--- src/rtl/vga_scanout.sv ---
// 640x480@60 raster timing plus frame-buffer read pipeline (2x scaled 256x240 image, centred).
// Optional build macro VGA_SCANLINE_EN halves in-window colour on odd output lines.
module vga_scanout #(
  parameter int unsigned H_ACTIVE   = 640,
  parameter int unsigned H_FP       = 16,
  parameter int unsigned H_SYNC     = 96,
  parameter int unsigned H_BP       = 48,
  parameter int unsigned V_ACTIVE   = 480,
  parameter int unsigned V_FP       = 10,
  parameter int unsigned V_SYNC     = 2,
  parameter int unsigned V_BP       = 33,
  parameter int unsigned X_OFFSET   = 64,
  parameter logic [8:0]  BORDER_RGB = 9'h000
) (
  input  logic       pix_clk,
  input  logic       rst,
  output logic [7:0] pix_ptr_x,
  output logic [7:0] pix_ptr_y,
  input  logic [8:0] rgb_in,
  output logic [2:0] vga_r,
  output logic [2:0] vga_g,
  output logic [2:0] vga_b,
  output logic       hsync,
  output logic       vsync,
  output logic       vblank,
  output logic       frame_start
);

  localparam int unsigned H_TOTAL = H_ACTIVE + H_FP + H_SYNC + H_BP;
  localparam int unsigned V_TOTAL = V_ACTIVE + V_FP + V_SYNC + V_BP;
  localparam int unsigned IMG_W   = 512;
  localparam int unsigned HW      = $clog2(H_TOTAL);
  localparam int unsigned VW      = $clog2(V_TOTAL);

  localparam logic [HW-1:0] H_LAST     = HW'(H_TOTAL - 1);
  localparam logic [HW-1:0] H_SYNC_BEG = HW'(H_ACTIVE + H_FP);
  localparam logic [HW-1:0] H_SYNC_END = HW'(H_ACTIVE + H_FP + H_SYNC);
  localparam logic [HW-1:0] X_START    = HW'(X_OFFSET);
  localparam logic [HW-1:0] X_END      = HW'(X_OFFSET + IMG_W);
  localparam logic [VW-1:0] V_LAST     = VW'(V_TOTAL - 1);
  localparam logic [VW-1:0] V_ACT      = VW'(V_ACTIVE);
  localparam logic [VW-1:0] V_SYNC_BEG = VW'(V_ACTIVE + V_FP);
  localparam logic [VW-1:0] V_SYNC_END = VW'(V_ACTIVE + V_FP + V_SYNC);

  // Stage 0: raster counters and the terms derived from them.
  logic [HW-1:0] h_cnt_q, h_cnt_d;
  logic [VW-1:0] v_cnt_q, v_cnt_d;
  logic [HW-1:0] h_off;
  logic          v_active, in_win;
  logic          hsync_raw, vsync_raw, vblank_raw, fs_raw;

  // Stage 1: control delayed to line up with the frame buffer's registered read data.
  logic in_win_d1_q, hsync_d1_q, vsync_d1_q, vblank_d1_q, fs_d1_q;

  // Stage 2: output registers.
  logic [8:0] rgb_q, rgb_d;
  logic       hsync_q, vsync_q, vblank_q, fs_q;

`ifdef VGA_SCANLINE_EN
  logic odd_d1_q;
`endif

  // NOTE: every signal written in an always_comb gets a default first so no latch is inferred.
  always_comb begin
    h_cnt_d = h_cnt_q + HW'(1);
    v_cnt_d = v_cnt_q;
    if (h_cnt_q == H_LAST) begin
      h_cnt_d = '0;
      v_cnt_d = (v_cnt_q == V_LAST) ? '0 : v_cnt_q + VW'(1);
    end
  end

  assign v_active   = (v_cnt_q < V_ACT);
  assign in_win     = (h_cnt_q >= X_START) && (h_cnt_q < X_END) && v_active;
  assign h_off      = h_cnt_q - X_START;
  assign pix_ptr_x  = in_win   ? 8'(h_off >> 1)   : 8'd0;
  assign pix_ptr_y  = v_active ? 8'(v_cnt_q >> 1) : 8'd0;
  assign hsync_raw  = !((h_cnt_q >= H_SYNC_BEG) && (h_cnt_q < H_SYNC_END));
  assign vsync_raw  = !((v_cnt_q >= V_SYNC_BEG) && (v_cnt_q < V_SYNC_END));
  assign vblank_raw = !v_active;
  assign fs_raw     = (h_cnt_q == '0) && (v_cnt_q == V_ACT);

  always_comb begin
    rgb_d = BORDER_RGB;
    if (in_win_d1_q) begin
      rgb_d = rgb_in;
`ifdef VGA_SCANLINE_EN
      if (odd_d1_q) rgb_d = {1'b0, rgb_in[8:7], 1'b0, rgb_in[5:4], 1'b0, rgb_in[2:1]};
`endif
    end
  end

  // NOTE: sequential state uses non-blocking assignments so all registers sample pre-edge values.
  always_ff @(posedge pix_clk or posedge rst) begin
    if (rst) begin
      h_cnt_q     <= '0;
      v_cnt_q     <= '0;
      in_win_d1_q <= 1'b0;
      hsync_d1_q  <= 1'b1;
      vsync_d1_q  <= 1'b1;
      vblank_d1_q <= 1'b0;
      fs_d1_q     <= 1'b0;
      rgb_q       <= 9'h000;
      hsync_q     <= 1'b1;
      vsync_q     <= 1'b1;
      vblank_q    <= 1'b0;
      fs_q        <= 1'b0;
    end else begin
      h_cnt_q     <= h_cnt_d;
      v_cnt_q     <= v_cnt_d;
      in_win_d1_q <= in_win;
      hsync_d1_q  <= hsync_raw;
      vsync_d1_q  <= vsync_raw;
      vblank_d1_q <= vblank_raw;
      fs_d1_q     <= fs_raw;
      rgb_q       <= rgb_d;
      hsync_q     <= hsync_d1_q;
      vsync_q     <= vsync_d1_q;
      vblank_q    <= vblank_d1_q;
      fs_q        <= fs_d1_q;
    end
  end

`ifdef VGA_SCANLINE_EN
  always_ff @(posedge pix_clk or posedge rst) begin
    if (rst) odd_d1_q <= 1'b0;
    else     odd_d1_q <= v_cnt_q[0];
  end
`endif

  assign {vga_r, vga_g, vga_b} = rgb_q;
  assign hsync       = hsync_q;
  assign vsync       = vsync_q;
  assign vblank      = vblank_q;
  assign frame_start = fs_q;

endmodule

--- config.mk ---
export PLATFORM = sky130hd
export DESIGN_NAME = vga_scanout
export DESIGN_NICKNAME = d
export VERILOG_FILES = /design/src/rtl/vga_scanout.sv
export SDC_FILE = /design/constraint.sdc
export NUM_CORES = 1
export LEC_CHECK = 0
export CAP_MARGIN = 5
export CORE_MARGIN = 2
export CORE_UTILIZATION = 50
export CTS_CLUSTER_SIZE = 20
export DETAILED_ROUTE_END_ITERATION = 10
export GPL_TIMING_DRIVEN = 1
export PLACE_DENSITY = 0.84
export SKIP_CTS_REPAIR_TIMING = 1
export SYNTH_ARGS = -nofsm -noshare
export SYNTH_HDL_FRONTEND = slang
export SYNTH_SLANG_ARGS = --single-unit
--- constraint.sdc ---
create_clock -name pix_clk -period 3.8 [get_ports pix_clk]
set_input_delay 0.76 -clock pix_clk [delete_from_list [all_inputs] [get_ports pix_clk]]
set_output_delay 0.76 -clock pix_clk [all_outputs]
set_load 0.01 [all_outputs]
==> impl_summary.txt <==
----------------------------------------------------
[Run status]
  Outcome ... finished, final reports clean

[Synthesis]
  Average footprint of a synthesized cell ... ~11 µm²
  Number of nets in the synthesized netlist ... approximately 190
  Warning count from the yosys run ... 0
  Post-synthesis register bit count ... 38
  Gate count after technology mapping ... roughly 170
  Fraction of the yosys area taken by sequential cells ... 51.3%
  Area of the mapped netlist ... around 0.0019 mm²
  Post-synthesis cell type count ... 40

[Detailed routing]
  Post-Route WL ... about 3500 µm
  Count of routing violations after the opening detailed-route iteration ... 77
  Residual DRC ... 0
  Remaining antenna violation count after routing ... 0
  Overall via count from detail_route ... about 1300
  Iteration count of the initial detailed-routing pass ... 4
  Post-DR vias/cell ... slightly above 5
  Average wire per cell in the routed design ... roughly 13 µm

[Hold path]
  WHS Endpoint ... vblank$_DFF_PP0_
  Worst Hold Class ... reg2reg
  Hold path startpoint ... vblank_d1_q$_DFF_PP0_
  Hold Path Depth ... 0

[Floorplanning]
  Area enclosed by the die boundary ... 0.00423 mm²
  Num ports ... 40
  Initial cell density of the core ... 51.3%
  Floorplan die width ... ~65 µm
  Cell Rows ... 22
  Area of the core ... around 0.0036 mm²
  Die height ... ~65 µm

[STA]
  Post-route worst hold slack ... ~0.35 ns
  Maximum clock skew at final layout ... ~0.0067 ns
  Number of endpoints failing setup at the final stage ... 0
  Setup repair after global routing missed its margin ... false
  Total Negative Setup Slacks ... 0 ns
  Clock period minus final worst setup slack ... approximately 3.2 ns
  Post-route fraction of the period consumed by the critical path ... 85.4%
  Maximum clock frequency ... between 0.3 and 0.4 GHz
  Normalized max-slew margin ... around two thirds
  Final hold vios ... 0
  Least setup slack across all paths after layout ... 0.555 ns
  Actual slew at the worst max-slew pin ... around 0.47 ns
  Pins Over Slew Limit ... 0

[Clock network]
  Total clock buffers created by CTS ... 5
  Number of buffers on the longest clock path ... 2
  Library cell used as clock root buffer ... clkbuf_8
  Clk sink count ... 38
  CTS clock-pin slew for the worst setup and hold paths ... roughly 0.070 ns
  CTS tree ... yes
  CTS HTree Levels ... 2
  Clock latency reported for the late side of the worst-skew pair ... roughly 0.28 ns

[Setup path]
  Crit Path Category ... reg2out
  Worst r2r dst ... v_cnt_q[6]$_DFFE_PP0N_
  Data arrival time at the worst-slack endpoint ... approximately 2.5 ns
  Worst R2R Setup Slack ... about 1.9 ns
  Type of element launching the critical path ... register
  Largest fanout of any net on the critical path ... 9
  Sort of element at the end of the critical path ... output pin
  Required @ worst endpoint ... around 3 ns
  Depth of the worst register-to-register path ... 6
  R2R Path Start ... h_cnt_q[6]$_DFF_PP0_

[Placement]
  Half-perimeter wire length after detailed placement ... between 2000 and 3000 µm
  Worst setup slack before clock tree synthesis ... 0.834 ns
  Cell Area, Placed ... 0.00229 mm²
  Number of input and output port buffers inserted ... 39
  RD Place Congestion ... 0.797

[Global routing]
  Maximum number of pins on one net before global-route repair ... 39
  Global-route wire length before repair ... 6130 µm
  Via count of the first global-routing pass ... 1289
  Grt ovf ... 0
  Gr usage total ... a little under a fifth
  Antenna violations before repair ... 0

[Cells and area]
  Share of cells above drive strength 1 ... 10.8%
  Sequential cell area in the final layout ... approximately 960 µm²
  Net count, final ... roughly 230
  Diode insertion count for antenna repair ... 0
  Total area of multi-input combinational cells ... around 840 µm²
  Synthesis-to-finish area growth ... 28.1%
  Fillers ... around 310
  Post-Layout Inst Area ... 0.00239 mm²

[Job]
  Max-cap viol count ... 0

[Pwr]
  Total leakage power ... between 1 and 1.5 nW
  Worst vdd rail ir drop ... 0.227 mV
  Power per cell area ... 296 mW/mm²

----------------------------------------------------
## through the flow
step | util, % | power [mW] | std cells
after CTS | 65.7 | 0.719 | 261
after global placement | 63.1 | 0.431 | 253
after global routing | 65.7 | 0.739 | 261
after floorplan | - | 0.418 | 171
after detailed placement | 63.1 | 0.431 | 253
final | 65.7 | 0.705 | 261
## report_power, final
part           switching, mW  leakage [nW]  internal (mW)
logic                0.00866         0.503        0.00961
clock network          0.137        0.0472          0.146
registers                  0         0.503          0.404
## worst max-delay path, stage by stage (launching register included)
cell and delay [ns]:
dfrtp_1 0.43, inv_1 0.11, ha_1 0.22, nand2b_1 0.17, a311oi_1 0.11, a211oi_4 0.39
a21boi_1 0.20, clkdlybuf4s50_1 0.56
## placed cells by master, fill, tap and decap left out, types with 2 or more instances in the layout
cell type and instances:
nand4_1 2, and4_1 2, inv_1 11, nor4_1 3, o21ai_0 5, and4_4 2
nor3_1 3, ha_1 9, dfstp_2 4, xnor2_1 7, nand2_1 11, nor2_1 11
nand3_1 11, and2_1 21, xor2_1 5, nand2b_1 2, mux2i_1 2, clkbuf_8 6
dfrtp_1 34, a311oi_1 2, clkdlybuf4s50_1 39
## registers in the layout, summed over array words and instances (netlist names)
name	flops
vblank_d1_q	1
h_cnt_q	10
rgb_q	9
vsync	1
v_cnt_q	10
in_win_d1_q	1
hsync	1
frame_start	1
vblank	1
fs_d1_q	1
hsync_d1_q	1
vsync_d1_q	1
## routing by layer
layer	global-route usage, %	share of wire (%)
met1	25.2	46
met2	30.9	50
met3	3.82	3.6
met4	7.81	0.90
met5	0	0
## kinds of logic (layout without fill, tap and decap cells)
family	after synthesis	in the layout	share of synthesized area, %
DFF	38	38	51.3
muxes	2	2	1.07
xor gates and xnor gates	12	12	5.64
adders and majority gates	9	9	6.04
and+or+nand+nor	80	80	26.9
buffers and inverters	17	59	3.83
AOI/OAI and AO/OA	13	13	5.17
## worst max path at each step
stage                              start           end  depth (start not counted)
global placement    h_cnt_q[6]$_DFF_PP0_  pix_ptr_x[7]                          7
detailed placement  h_cnt_q[6]$_DFF_PP0_  pix_ptr_x[7]                          7
finish              h_cnt_q[6]$_DFF_PP0_  pix_ptr_x[7]                          7
floorplan           h_cnt_q[6]$_DFF_PP0_  pix_ptr_x[7]                          6
global route        h_cnt_q[6]$_DFF_PP0_  pix_ptr_x[7]                          7
CTS                 h_cnt_q[6]$_DFF_PP0_  pix_ptr_x[7]                          7
## final cells by class
class / count / share of cell area [%]
inverters: 11 / 1.73
multi-input cells: 116 / 35.0
well taps: 48 / 2.52
clock buffers: 6 / 3.46
flip-flops and latches: 38 / 40.1
repair buffers: 40 / 16.7
clock inverters: 2 / 0.524
## Yosys cell counts
library cell / count / share of area (%)
dfrtp_1: 34 / 46
and2_1: 21 / 7.1
inv_1: 11 / 2.2
nand2_1: 11 / 2.2
nand3_1: 11 / 3.0
nor2_1: 11 / 2.2
ha_1: 9 / 6.0
xnor2_1: 7 / 3.3
o21ai_0: 5 / 1.3
xor2_1: 5 / 2.4
dfstp_2: 4 / 5.6
buf_2: 3 / 0.81
nor3_1: 3 / 0.81
nor4_1: 3 / 1.0
a311oi_1: 2 / 0.94
and4_1: 2 / 0.94
and4_4: 2 / 1.2
clkbuf_1: 2 / 0.40
mux2i_1: 2 / 1.1
nand2b_1: 2 / 0.67
nand4_1: 2 / 0.67
a211oi_4: 1 / 1.1
a21boi_1: 1 / 0.40
a21oi_1: 1 / 0.27
and3_1: 1 / 0.34
and3b_1: 1 / 0.47
and4b_1: 1 / 0.54
buf_4: 1 / 0.40
nand3_2: 1 / 0.54
nand4_2: 1 / 0.67
nand4b_4: 1 / 1.3
nor2_2: 1 / 0.34
nor2b_1: 1 / 0.34
nor3_2: 1 / 0.54
nor4_2: 1 / 0.67
nor4_4: 1 / 1.1
o2111ai_1: 1 / 0.47
o21a_1: 1 / 0.40
o21ai_1: 1 / 0.27
or3_1: 1 / 0.34
Note: power is estimated with default switching activity, not from simulation.
